### src/rtl/md5_msg_packer.sv
// ----------------------------------------------------------------------------
// md5_msg_packer
//
// Byte-serial front end for md5core. Collects a message of 1..MAX_BYTES bytes,
// first byte most significant, and packs it into the 448-bit m_in field. The
// field holds the message bytes, then a 0x80 marker byte, then zero fill. The
// module also reports the message length in bits. One block is offered per
// message on a valid/ready handshake.
//
// Ports
//   clk          in   1    system clock, rising edge
//   reset        in   1    synchronous, active-high
//   en           in   1    global enable; 0 freezes all state
//   byte_in      in   8    message byte
//   byte_valid   in   1    byte_in is valid
//   byte_last    in   1    byte_in is the final byte of the message
//   byte_ready   out  1    a byte is accepted this cycle when valid
//   m_out        out  448  padded message field
//   length       out  16   message length in bits
//   block_valid  out  1    m_out/length hold a complete block
//   block_ready  in   1    downstream takes the block
//   overflow     out  1    one-cycle pulse: an over-long message was dropped
// ----------------------------------------------------------------------------
module md5_msg_packer #(
   parameter int MAX_BYTES = 55,
   parameter int CNT_W     = 6
) (
   input  logic         clk,
   input  logic         reset,
   input  logic         en,
   input  logic [7:0]   byte_in,
   input  logic         byte_valid,
   input  logic         byte_last,
   output logic         byte_ready,
   output logic [447:0] m_out,
   output logic [15:0]  length,
   output logic         block_valid,
   input  logic         block_ready,
   output logic         overflow
);

   typedef enum logic [1:0] {
      COLLECT = 2'd0,
      HOLD    = 2'd1,
      DROP    = 2'd2
   } state_t;

   localparam logic [CNT_W-1:0] MAX_CNT = CNT_W'(MAX_BYTES);

   state_t           state;
   logic [CNT_W-1:0] count;
   logic [CNT_W-1:0] count_inc;
   logic             byte_xfer;
   logic             block_xfer;

   assign count_inc  = count + 1'b1;
   assign byte_ready = en & (state != HOLD);
   assign byte_xfer  = byte_ready & byte_valid;
   assign block_xfer = en & block_valid & block_ready;

   // m_out doubles as the assembly buffer; it is only meaningful to the
   // consumer while block_valid is high, and it is cleared between messages
   // so no bytes from a previous message can leak into the zero fill.
   always_ff @(posedge clk) begin
      if (reset) begin
         state       <= COLLECT;
         count       <= '0;
         m_out       <= '0;
         length      <= '0;
         block_valid <= 1'b0;
         overflow    <= 1'b0;
      end else begin
         // Overflow is a pulse: it only ever lives for the cycle after the
         // offending last byte, and with en low no byte can transfer.
         overflow <= 1'b0;
         case (state)
            COLLECT: begin
               if (byte_xfer) begin
                  if (count == MAX_CNT) begin
                     // This byte would be number MAX_BYTES+1: message too long.
                     if (byte_last) begin
                        overflow <= 1'b1;
                        m_out    <= '0;
                        count    <= '0;
                     end else begin
                        state <= DROP;
                     end
                  end else begin
                     for (int i = 0; i < 56; i++) begin
                        if (CNT_W'(i) == count)
                           m_out[447-8*i -: 8] <= byte_in;
                        // Marker goes right after the last data byte.
                        if (byte_last && (CNT_W'(i) == count_inc))
                           m_out[447-8*i -: 8] <= 8'h80;
                     end
                     count <= count_inc;
                     if (byte_last) begin
                        length      <= 16'(count_inc) << 3;
                        block_valid <= 1'b1;
                        state       <= HOLD;
                     end
                  end
               end
            end

            HOLD: begin
               if (block_xfer) begin
                  m_out       <= '0;
                  length      <= '0;
                  count       <= '0;
                  block_valid <= 1'b0;
                  state       <= COLLECT;
               end
            end

            DROP: begin
               // Remaining bytes of an over-long message are swallowed.
               if (byte_xfer && byte_last) begin
                  overflow <= 1'b1;
                  m_out    <= '0;
                  count    <= '0;
                  state    <= COLLECT;
               end
            end

            default: begin
               state <= COLLECT;
            end
         endcase
      end
   end

endmodule

### config.mk
export PLATFORM = sky130hd
export DESIGN_NAME = md5_msg_packer
export DESIGN_NICKNAME = d
export VERILOG_FILES = /design/src/rtl/md5_msg_packer.sv
export SDC_FILE = /design/constraint.sdc
export NUM_CORES = 1
export LEC_CHECK = 0
export CAP_MARGIN = 15
export CORE_MARGIN = 1
export CORE_UTILIZATION = 49
export CTS_CLUSTER_SIZE = 28
export DETAILED_ROUTE_END_ITERATION = 7
export PLACE_DENSITY = 0.8
export SETUP_SLACK_MARGIN = 0.05
export SLEW_MARGIN = 20
export SYNTH_ARGS = -nofsm -noshare
export SYNTH_HDL_FRONTEND = slang
export SYNTH_SLANG_ARGS = --single-unit
### constraint.sdc
create_clock -name clk -period 3.3 [get_ports clk]
set_input_delay 0.825 -clock clk [delete_from_list [all_inputs] [get_ports clk]]
set_output_delay 0.825 -clock clk [all_outputs]
set_load 0.01 [all_outputs]
==> flow_metrics.py <==
metrics = {
    "outcome": {
        "status": "finished, final reports clean",
    },
    "floorplan": {
        "core-area_um2": 36800,
        "start_util_pct": 49.9,
        "rows": 70,
        "dieHeight_um": 196,
        "die_area_um2": 38300,
        "die_x_um": 196,
        "io_pins": 481,
    },
    "timing": {
        "holdWs_ns": 0.450,
        "slew_headroom_pct": 29.9,
        "finalCritPeriodShare_pct": 90.5,
        "setup_viol": 0,
        "rsz0062_at_grt": "false",
        "finalCriticalPeriod_ns": 2.99,
        "max_freq_ghz": 0.335,
        "slew_viol_final": 0,
        "hold_viol_final": 0,
        "finClkSkew_ns": 0.0252,
        "finalSetupTns_ns": 0,
        "tightest_slew_ns": 1.05,
    },
    "routing": {
        "wl_um": 70000,
        "avgViaCountPerCell": 6.26,
        "drtAntennaViolNets": 0,
        "wl_per_cell_um": 24.7,
        "drt_pre_antenna_iters": 6,
        "drt_iter0_drc": 1686,
        "vias": 17700,
        "drc_errors": 0,
        "met3_length_um": 6040,
        "top_layer": "met5",
        "wl_met1_um": 27900,
        "route.met2.wl_um": 33300,
    },
    "clock_tree": {
        "cts_root_buf": "clkbuf_16",
        "cts_max_level": 2,
        "clk_pin_slew_ns": 0.06,
        "clk_path_buf_depth": 3,
        "cts_sinks": 464,
        "worstSkewPairLatency_ns": 0.58,
        "cts_tree": "done",
        "cts_buffers": 47,
    },
    "synthesis": {
        "syn_area_um2": 18400,
        "yosysSeqAreaShare_pct": 50.6,
        "synth-async-reset-ratio_pct": 0,
        "syn_area_per_cell_um2": 9.86,
        "synth_cell_types": 71,
        "synth_edf_count": 0,
        "synthTopCellsByArea": "dfxtp_1 (51%), o2bb2ai_1 (11%), nand2b_1 (6.0%), o22ai_1 (5.2%), a21oi_1 (2.2%)",
        "synth-seq-cells": 464,
        "synth_top_area_share_pct": 50.6,
        "syn-instance-count": 1864,
        "synth_warnings": 0,
        "dominantRegCellSynth": "dfxtp_1",
        "yosys.area.top_type": "dfxtp_1",
    },
    "worst_setup_path": {
        "worstSetupPathType": "flop to flop",
        "cp-start-kind": "flop",
        "cp-end-kind": "flop",
        "critPathArrivalTime_ns": 3.49,
        "cp_data_required_time_ns": 3.80,
        "cp_max_fo": 22,
    },
    "layout": {
        "area_growth_pct": 38.4,
        "fin_nets": 2351,
        "final_cell_mix": "clkdlybuf4s50_1 (468), dfxtp_1 (464), o2bb2ai_1 (223), nand2b_1 (176), o22ai_1 (152)",
        "drive_gt1_share_pct": 10.3,
        "seq_area_um2": 9290,
        "multi_input_area_um2": 8310,
        "layout_commonest_cell": "clkdlybuf4s50_1",
        "nFillCells": 2847,
    },
    "global_routing": {
        "track_usage_pct": 35.4,
        "grt_pass1_wl_um": 106000,
        "grt_overflow": 0,
        "grt_pass1_vias": 17300,
        "grt_max_degree": 124,
        "antenna_found_initial": 2,
    },
    "placement": {
        "port_buffers": 470,
        "gp_congestion": 0.978,
        "dp_hpwl_um": 48600,
    },
    "pwr": {
        "leakage_nw": 8.48,
        "power_density_nw_per_um2": 741,
        "p_total_w": 0.0189,
        "ir_worst_vdd_v": 0.000465,
    },
    "flow_run": {
        "max_cap_viol_count": 0,
    },
    "hold_path": {
        "hold_path.class": "flop to flop",
    },
}
## cell type report
type                            instances  share of cell area, %
Tap cell                              468                   2.30
Inverter                               44                  0.649
Clock buffer                           67                   5.32
Antenna cell                            1                0.00984
Timing Repair Buffer                  558                   21.4
Clock inverter                         17                   1.10
Multi-Input combinational cell       1211                   32.7
Sequential cell                       464                   36.5
## Yosys cell counts (13+ instances only)
cell and instances:
o2bb2ai_1 223, o21ai_0 45, nor2_2 18, o21a_1 23
dfxtp_1 464, o32ai_1 37, inv_1 43, nand2_1 69
a21boi_0 13, nand3_1 69, buf_2 34, clkbuf_1 98
a32o_1 29, a21oi_1 82, o211ai_1 41, nor2_1 33
a21oi_2 29, buf_4 19, o22ai_1 153, a31oi_1 28
nand2b_1 176
## per-stage QoR
stage	std cells	setup WS (ns)	area [um^2]	utilization [%]
floorplan	1873	0.937	18400	-
global placement	2740	0.129	23800	64.6
detailed placement	2740	0.0615	23800	64.6
CTS	2824	0.182	25400	69.0
global route	2830	0.228	25400	69.1
finish	2830	0.312	25400	69.1
## routing by layer
layer	GRT usage, %	up-vias
li1	-	7957
met1	44.3	8642
met2	58.8	943
met3	7.63	172
met4	15.0	2
met5	0	-
## path summary, 6_finish.rpt
path         startpoint         end  slack [ns]  cells past startpoint
max reg2reg    count[2]  m_out[421]        0.31                      8
min            m_out[7]    m_out[7]        0.45                      1
max            count[2]  m_out[421]        0.31                      8
min reg2reg    m_out[7]    m_out[7]        0.45                      1
## logic make-up after synthesis
family	after synthesis	share of synthesized area (%)
AND/OR/NAND/NOR	430	13.0
XOR/XNOR	3	0.143
other	1	0.0204
multiplexers	1	0.0545
adder cells (fa/ha/maj)	11	0.749
flip-flops	464	50.6
buffers and inverters	198	4.75
AO/OA/AOI/OAI	756	30.7
## worst max-delay path, cell delays in order, from the launching register on
cell	delay [ns]
dfxtp_1	0.81
buf_4	0.28
a311o_1	0.21
o31ai_4	0.10
buf_4	0.18
o211ai_1	0.46
nand3_1	0.28
a21oi_2	0.43
o2bb2ai_1	0.17
## registers in the layout, summed over array words and instances, names as in the netlist
| register | count |
|---|---|
| m_out | 448 |
| length | 6 |
| state | 2 |
| count | 6 |
| overflow | 1 |
| block_valid | 1 |
## power breakdown
part / internal, W / switching (W)
logic: 0.00244 / 0.00401
registers: 0.00631 / 0.000464
clock network: 0.00340 / 0.00224
total: 0.0121 / 0.00671
## timing repair
action | in CTS | in global routing
endpoints found under the setup margin | 0 | 6
endpoints found under the hold margin | 0 | 0
hold buffers | 0 | 0
setup buffers | 0 | 5
resized for setup | 0 | 1
No activity file was read; power rests on OpenSTA's default activity.
